`config.mk`:
```
export PLATFORM = sky130hd
export DESIGN_NAME = fifo_word_packer
export DESIGN_NICKNAME = d
export VERILOG_FILES = /design/src/rtl/fifo_word_packer_pkg.sv /design/src/rtl/fifo_word_packer.sv
export SDC_FILE = /design/constraint.sdc
export NUM_CORES = 1
export LEC_CHECK = 0
export CAP_MARGIN = 20
export CORE_MARGIN = 2
export CORE_UTILIZATION = 54
export CTS_BUF_LIST = sky130_fd_sc_hd__clkbuf_4 sky130_fd_sc_hd__clkbuf_8
export CTS_CLUSTER_DIAMETER = 200
export CTS_CLUSTER_SIZE = 8
export DETAILED_ROUTE_END_ITERATION = 16
export PLACE_DENSITY = 0.86
export RECOVER_POWER = 25
export REMOVE_ABC_BUFFERS = 1
export SYNTH_ARGS = -nofsm -noshare
export SYNTH_HDL_FRONTEND = slang
export SYNTH_SLANG_ARGS = --single-unit
```
`constraint.sdc`:
```
create_clock -name clk -period 2.6 [get_ports clk]
set_input_delay 0.52 -clock clk [delete_from_list [all_inputs] [get_ports clk]]
set_output_delay 0.52 -clock clk [all_outputs]
set_load 0.01 [all_outputs]
```
`src/rtl/fifo_word_packer_pkg.sv`:
```
// Shared definitions for the RAM FIFO drain side: FIFO read handshake
// timing, lane ordering of packed words and the packer's load selection.
package fifo_word_packer_pkg;

   // FIFO read contract: rdata for a pop (shift_out=1) is valid exactly
   // this many cycles later, and empty reflects the pop by then as well.
   localparam int FIFO_RD_LATENCY = 1;

   // Source of the word loaded into the output register in a given cycle.
   typedef enum logic [1:0] {
      LOAD_NONE    = 2'd0,  // output register keeps its content
      LOAD_DIRECT  = 2'd1,  // completing word bypasses assembly into output
      LOAD_GROUP   = 2'd2,  // full group parked in assembly moves to output
      LOAD_PARTIAL = 2'd3   // flush emits a partially filled group
   } load_e;

   // Lane order: the first word of a group is lane 0 (least significant
   // bits), later words fill successively higher lanes. A lane carries
   // data only when its index is below the group's word count.
   function automatic logic lane_used(input int lane, input int count);
      return (lane < count);
   endfunction

endpackage

```
`src/rtl/fifo_word_packer.sv`:
```
// Drain stage for the RAM FIFO: pops WIDTH-bit words, packs RATIO of them
// (lane 0 = first word) into one wide word and offers it on a valid/ready
// stream. A flush request pushes out a partially filled group.
module fifo_word_packer
   import fifo_word_packer_pkg::*;
#(
   parameter  int WIDTH = 8,
   parameter  int RATIO = 4,
   localparam int CNT_W = $clog2(RATIO + 1)
) (
   input  logic                   clk,
   input  logic                   res_n,
   input  logic                   fifo_empty,
   input  logic [WIDTH-1:0]       fifo_rdata,
   output logic                   fifo_shift_out,
   input  logic                   flush,
   output logic                   out_valid,
   input  logic                   out_ready,
   output logic [WIDTH*RATIO-1:0] out_data,
   output logic [CNT_W-1:0]       out_count
);

   // Tracks the single pop in flight; the FIFO returns data one cycle later.
   localparam int PEND_DEPTH = FIFO_RD_LATENCY;

   // Control state
   logic [CNT_W-1:0]              r_cnt;         // lanes filled in assembly
   logic [PEND_DEPTH-1:0]         r_pend;        // pop issued last cycle
   logic                          r_flush_pend;  // latched flush request
   logic                          r_out_valid;
   logic [WIDTH*RATIO-1:0]        r_out_data;
   logic [CNT_W-1:0]              r_out_count;

   // Combinational helpers
   logic                          w_arrive;      // FIFO word on rdata now
   logic                          w_out_free;    // output reg can load at this edge
   logic [CNT_W:0]                w_inflight;    // cnt + pend
   logic                          w_room;
   logic                          w_full_arrive; // arrival completes the group
   logic                          w_flush_done;
   load_e                         w_load;
   logic [CNT_W-1:0]              w_emit_count;
   logic [CNT_W-1:0]              w_cnt_nxt;
   logic [RATIO-1:0][WIDTH-1:0]   w_group;
   logic [RATIO-1:0][WIDTH-1:0]   w_emit_data;

   assign w_arrive      = r_pend[PEND_DEPTH-1];
   assign w_out_free    = !r_out_valid || out_ready;
   assign w_inflight    = {1'b0, r_cnt} + {{CNT_W{1'b0}}, w_arrive};
   assign w_full_arrive = w_arrive && (r_cnt == CNT_W'(RATIO - 1));

   // A new pop needs a free lane for its word. When the in-flight word fills
   // the last lane, the next pop may still go out if that completed group
   // can leave straight for the output register, making lane 0 free.
   assign w_room = (w_inflight < (CNT_W + 1)'(RATIO)) ||
                   ((w_inflight == (CNT_W + 1)'(RATIO)) && w_arrive && w_out_free);

   // Pops are held off while a flush is pending and forced low in reset.
   assign fifo_shift_out = res_n && !fifo_empty && !r_flush_pend && w_room;

   // A pending flush resolves once nothing is in flight and the output
   // register can accept; with an empty assembly it simply disappears.
   assign w_flush_done = r_flush_pend && !w_arrive && w_out_free;

   // Pick what, if anything, loads the output register this cycle and how
   // the lane counter moves.
   always_comb begin
      w_load       = LOAD_NONE;
      w_emit_count = CNT_W'(RATIO);
      w_cnt_nxt    = r_cnt;
      if (w_full_arrive && w_out_free) begin
         w_load    = LOAD_DIRECT;
         w_cnt_nxt = '0;
      end else if (!w_arrive && (r_cnt == CNT_W'(RATIO)) && w_out_free) begin
         w_load    = LOAD_GROUP;
         w_cnt_nxt = '0;
      end else if (w_flush_done && (r_cnt != '0)) begin
         w_load       = LOAD_PARTIAL;
         w_emit_count = r_cnt;
         w_cnt_nxt    = '0;
      end else if (w_arrive) begin
         w_cnt_nxt = r_cnt + CNT_W'(1);
      end
   end

   // One assembly lane per FIFO word position in the group.
   for (genvar g = 0; g < RATIO; g++) begin : g_lane
      logic [WIDTH-1:0] r_lane;
      logic             w_we;

      assign w_we = w_arrive && (r_cnt == CNT_W'(g));

      // Capture the arriving FIFO word into the lane it was destined for.
      always_ff @(posedge clk) begin
         if (w_we) r_lane <= fifo_rdata;
      end

      // The arriving word is visible in its lane in the same cycle so a
      // completing group can go straight to the output register.
      assign w_group[g]     = w_we ? fifo_rdata : r_lane;
      assign w_emit_data[g] = lane_used(g, int'(w_emit_count)) ? w_group[g] : '0;
   end

   // Pop tracking, lane count and flush latch.
   always_ff @(posedge clk or negedge res_n) begin
      if (!res_n) begin
         r_cnt        <= '0;
         r_pend       <= '0;
         r_flush_pend <= 1'b0;
      end else begin
         r_cnt        <= w_cnt_nxt;
         r_pend       <= PEND_DEPTH'(fifo_shift_out);
         r_flush_pend <= (r_flush_pend && !w_flush_done) || flush;
      end
   end

   // Output stream register: load a new word, or drop valid on handshake;
   // otherwise hold data and count stable.
   always_ff @(posedge clk or negedge res_n) begin
      if (!res_n) begin
         r_out_valid <= 1'b0;
         r_out_data  <= '0;
         r_out_count <= '0;
      end else if (w_load != LOAD_NONE) begin
         r_out_valid <= 1'b1;
         r_out_data  <= w_emit_data;
         r_out_count <= w_emit_count;
      end else if (out_ready) begin
         r_out_valid <= 1'b0;
      end
   end

   assign out_valid = r_out_valid;
   assign out_data  = r_out_data;
   assign out_count = r_out_count;

endmodule

```
Yosys cells after proc, flatten, opt, wreduce, memory -nomap -nowiden

Index checks and enable logic that the tools add are counted.

Reductions and logical operators: 29
Add/sub/neg operators: 2
Muxes and demuxes: 20
Equal/unequal tests: 5
Order comparisons: 5

Operator list:

| operator                                                                      | count |
|---|---|
| 8-bit two-way mux                                                             | 8 |
| 3-bit two-way mux                                                             | 7 |
| 1-bit logical AND                                                             | 16 |
| 3-bit by 2-bit equality test with 1-bit output (second input constant)        | 2 |
| 1-bit by 3-bit less-than comparator with 1-bit output (first input constant)  | 2 |
| 2-bit by 3-bit less-than comparator with 1-bit output (first input constant)  | 2 |
| 2-bit two-way mux                                                             | 3 |
| 1-bit zero test                                                               | 5 |
| 3-bit by 1-bit adder with 4-bit output                                        | 1 |
| 4-bit by 3-bit equality test with 1-bit output (second input constant)        | 1 |
| 4-bit by 3-bit less-than comparator with 1-bit output (second input constant) | 1 |
| 2-bit nonzero test                                                            | 2 |
| 4-bit nonzero test                                                            | 1 |
| 3-bit by 1-bit adder with 3-bit output (second input constant)                | 1 |
| 3-bit by 1-bit equality test with 1-bit output (second input constant)        | 1 |
| 3-bit equality test (second input constant)                                   | 1 |
| 3-bit zero test                                                               | 1 |
| 1-bit logical OR                                                              | 3 |
| 3-bit nonzero test                                                            | 1 |
| 1-bit two-way mux                                                             | 2 |

Input port bits: 13
Logic and storage cells: 71
Bits in registers: 73
Output and inout bits: 37

Longest topological paths before layout

Depth in word-level cells: 9
Mapped depth: 7
Mapped depth without buffers: 6

Least setup slack after synthesis

Ideal clock, no wire load.

Path type: register to output
Start: reg r_cnt[0]
End: out fifo_shift_out
Path slack: 0.538 ns
Arrival time: 1.542 ns
Data required time: 2.080 ns
Path buffers: 0
Stages on the path, launching flop included: 6
Cells stage by stage: dfrtp_1 -> ha_1 -> ha_1 -> nor3_1 -> a22oi_1 -> nor3_1

Cells in the longest elaborated chain, start to end: 6
Elaborated cells between the ends (all ways): 7
Those cells by class: add/sub (1); order compare (1); eq/ne (1); reduce/logical (4)

RTL lines:

| element                                                                                                       | RTL line                | source |
|---|---|---|
| from (decl)                                                                                                   | fifo_word_packer.sv:27  | `logic [CNT_W-1:0] r_cnt;` |
| from (signal assigned)                                                                                        | fifo_word_packer.sv:111 | `r_cnt <= w_cnt_nxt;` |
| 3-bit by 1-bit adder with 4-bit output (*)                                                                    | fifo_word_packer.sv:49  | `assign w_inflight = {1'b0, r_cnt} + {{CNT_W{1'b0}}, w_arrive};` |
| parallel branches: the longest is 3 deep, another holds 4-bit by 3-bit less-than comparator with 1-bit output | n/a                     |  |
| 1-bit logical OR (*)                                                                                          | fifo_word_packer.sv:55  | `assign w_room = (w_inflight < (CNT_W + 1)'(RATIO)) \|\|` |
| 1-bit logical AND (*)                                                                                         | fifo_word_packer.sv:59  | `assign fifo_shift_out = res_n && !fifo_empty && !r_flush_pend && w_room;` |
| to (decl)                                                                                                     | fifo_word_packer.sv:15  | `output logic fifo_shift_out,` |

Every way passes the cells marked *.

Worst setup path in the final report

Same ends and word-level chain as after synthesis.

==> out/metrics.yaml <==
critical_path:
  critical_path_peak_fanout: 2
  r2r_setup_slack_ns: 0.34
  path_class: "flip-flop to output pin"
  r2r-end: "out_data[9]"
  cp.required_ns: 2.08
  crit_end: "fifo_shift_out"
  ff2ff_path_depth: 7
  critPathArrivalTime_ns: 1.89
  regToRegStartpoint: "r_cnt[1]"
  worstSetupEndpointType: "output pin"
  cp-startpoint: "r_cnt[0]"
  cp-start-kind: "flip-flop"
global_routing:
  grt_first_pass_wirelength_mm: 8.90
  grt_max_degree: 42
  grt-ovfl-total: 0
  grt_use_total_pct: 21.6
  grt_antenna_before_repair: 0
  grt_pass1_vias: 1845
timing:
  hold_slack_ns: 0.460
  relSlewSlack_pct: 30.6
  fmax_ghz: 0.414
  grt_setup_unrepaired: "no"
  fin_ws_ns: 0.187
  drv_slew: 0
  fin_crit_ns: 2.41
  tightest_slew_ns: 1.04
  skew_ns: 0.00505
  timing.final.crit_share_pct: 92.8
  hold_violations: 0
  setup_viol: 0
logic_synthesis:
  synth_fa_ha_area_share_pct: 3.18
  synth-compound-area-share_pct: 15.0
  synth_cell_types: 34
  syn_area_sq_um: 2760
  synth.mux.area_fraction_pct: 12.7
  synth-edff-count: 0
  yosysWarnings: 0
  synth-seq-area-share_pct: 60.4
  syn_inst: 204
  synth-seq-cells: 73
  avgSynthCellArea_sq_um: 13.5
  async_flop_share_pct: 56.2
  synthSimpleGateAreaFrac_pct: 5.67
  dominantRegCellSynth: "dfrtp_1"
  synth_xor_area_share_pct: 0
  synth_top_family_by_area: "compound AO/OA/AOI/OAI gates"
power:
  p_leak_nw: 1.62
  combPwrFrac_pct: 40.4
  p_seq_share_pct: 40.6
  power_density_nw_per_um2: 1310
  p_sw_share_pct: 31.3
  switchingPower_mw: 1.45
  internal-power_mw: 3.19
  ir_worst_vdd_mv: 0.767
  p_clk_share_pct: 19.0
clock_tree:
  clk_pin_slew_worst_paths_ns: 0.07
  clk_latency_ns: 0.33
  cts-root-buf: "clkbuf_8"
  cts_tree: "done"
  htree_levels: 3
  post-cts-setup-buffer-count: 0
  cts_hold_buf: 0
  cts.sinks: 73
  cts_buffer_depth: 2
  cts_made_buffers: 9
layout:
  area_delta_synth_final_pct: 28.5
  instances_no_fill: 342
  final_nets: 287
  num_antenna_cells: 0
  stdcell_area_sq_um: 3540
  layout-drive-gt1-share_pct: 22.4
place:
  placed_cells: 326
  dp_slack_ns: -0.0619
  hpwl_mm: 3.83
  io_buffers: 49
  placed_area_sq_um: 3350
  place_congestion: 0.831
run_status:
  outcome: "finished, final reports clean"
drt:
  drc: 0
  drtAntennaViolNets: 0
  dr.pass1.iters: 4
  post_drt_wl_per_cell_um: 16.8
  viasPerCell: 5.51
  vias: 1885
  dr.first_iter.drc_count: 84
  postRouteWirelength_mm: 5.74
flow_run:
  max_cap_viol_count: 0
floorplanning:
  io_pins: 50
  dieArea_sq_um: 5690
  core_sq_um: 5010
  start_util_pct: 55.0
  rows: 26
  die_w_um: 75.5
  die_h_um: 75.5
worst_hold_path:
  holdCritPathClass: "input pin to asynchronous set/reset pin"
## cells by family after synthesis
logic type	Yosys count
buffers and inverters	16
AND/OR/NAND/NOR	29
AO/OA/AOI/OAI	47
flip-flops	73
multiplexers	32
adder cells (fa/ha/maj)	7
## final cells by class
type | instances | area (sq um)
multi-input cells | 115 | 1010
repair buffers | 56 | 531
clock buffers | 13 | 160
well taps | 70 | 87.6
fillers | 373 | 1470
flip-flops and latches | 73 | 1670
clock inverters | 3 | 40.0
inverters | 12 | 45.0
## cell usage after synthesis, types with 2 or more instances
cell	n	share of area [%]
mux2_2	24	9.8
nand2_2	4	0.91
nand2b_1	3	0.68
nor3_1	3	0.54
inv_1	12	1.6
buf_4	2	0.54
buf_6	2	0.82
a22o_1	26	8.3
o22a_2	2	0.73
dfxtp_1	32	23
nand2_1	6	0.82
ha_1	7	3.2
mux2i_1	8	2.9
dfrtp_1	41	37
nor2_1	5	0.68
a21oi_1	2	0.36
o2bb2ai_1	8	2.5
## power groups by stage
stage               Combinational, mW  Clock [mW]  Sequential (mW)
floorplan                       0.933           0             1.99
global placement                 1.82           0             1.89
detailed placement               1.88           0             1.90
CTS                              1.89       0.894             1.89
global route                     2.03       0.942             1.94
finish                           1.88       0.885             1.89
## cell usage in the layout, fill, tap and decap left out, types with 6 or more instances in the layout
cell type        Yosys  routed
dfrtp_1             41      41
clkdlybuf4s50_1      0      47
nand2_1              6       6
buf_4                2       6
mux2i_1              8       8
clkbuf_8             0      10
ha_1                 7       7
o2bb2ai_1            8       8
dfxtp_1             32      32
inv_1               12      12
mux2_2              24      24
a22o_1              26      26
## registers in the layout (all words and copies together), names as in the netlist
signal / cells
g_lane.r_lane: 32
out_data: 32
out_count: 3
r_cnt: 3
out_valid: 1
r_flush_pend: 1
r_pend: 1
## worst min path at each step
stage	slack (ns)	startpoint	to	cells after the start
CTS	0.28	res_n	out_valid	2
detailed placement	0.45	g_lane[3].r_lane[7]	g_lane[3].r_lane[7]	2
floorplan	0.22	res_n	out_count[0]	0
finish	0.46	res_n	out_valid	2
global placement	0.44	g_lane[3].r_lane[3]	g_lane[3].r_lane[3]	2
global route	0.48	g_lane[2].r_lane[4]	g_lane[2].r_lane[4]	1
## per-stage QoR
step	utilization [%]	total power, mW	TNS [ns]
final	70.7	4.65	0
after global placement	66.8	3.71	0
after CTS	70.9	4.67	0
after global routing	70.7	4.91	0
after floorplan	-	2.93	0
after detailed placement	66.8	3.78	-0.0619
## critical path: stages, from the launching register on
cell	delay (ns)
dfrtp_1	0.39
ha_1	0.22
ha_1	0.28
nor3_1	0.18
a22oi_1	0.11
nor3_2	0.22
clkbuf_2	0.16
## layer usage
| layer | wire length [um] | track usage (%) |
|---|---|---|
| met1 | 2530 | 27.9 |
| met4 | 109 | 8.77 |
| met3 | 263 | 5.95 |
| met5 | 0 | 0 |
| met2 | 2840 | 34.9 |
## repair_timing
action	CTS	global route
setup endpoints to repair	1	1
gates resized for setup	2	2
endpoints found under the hold margin	0	0
gates cloned	0	0
Note: power is estimated with default switching activity, not from simulation.
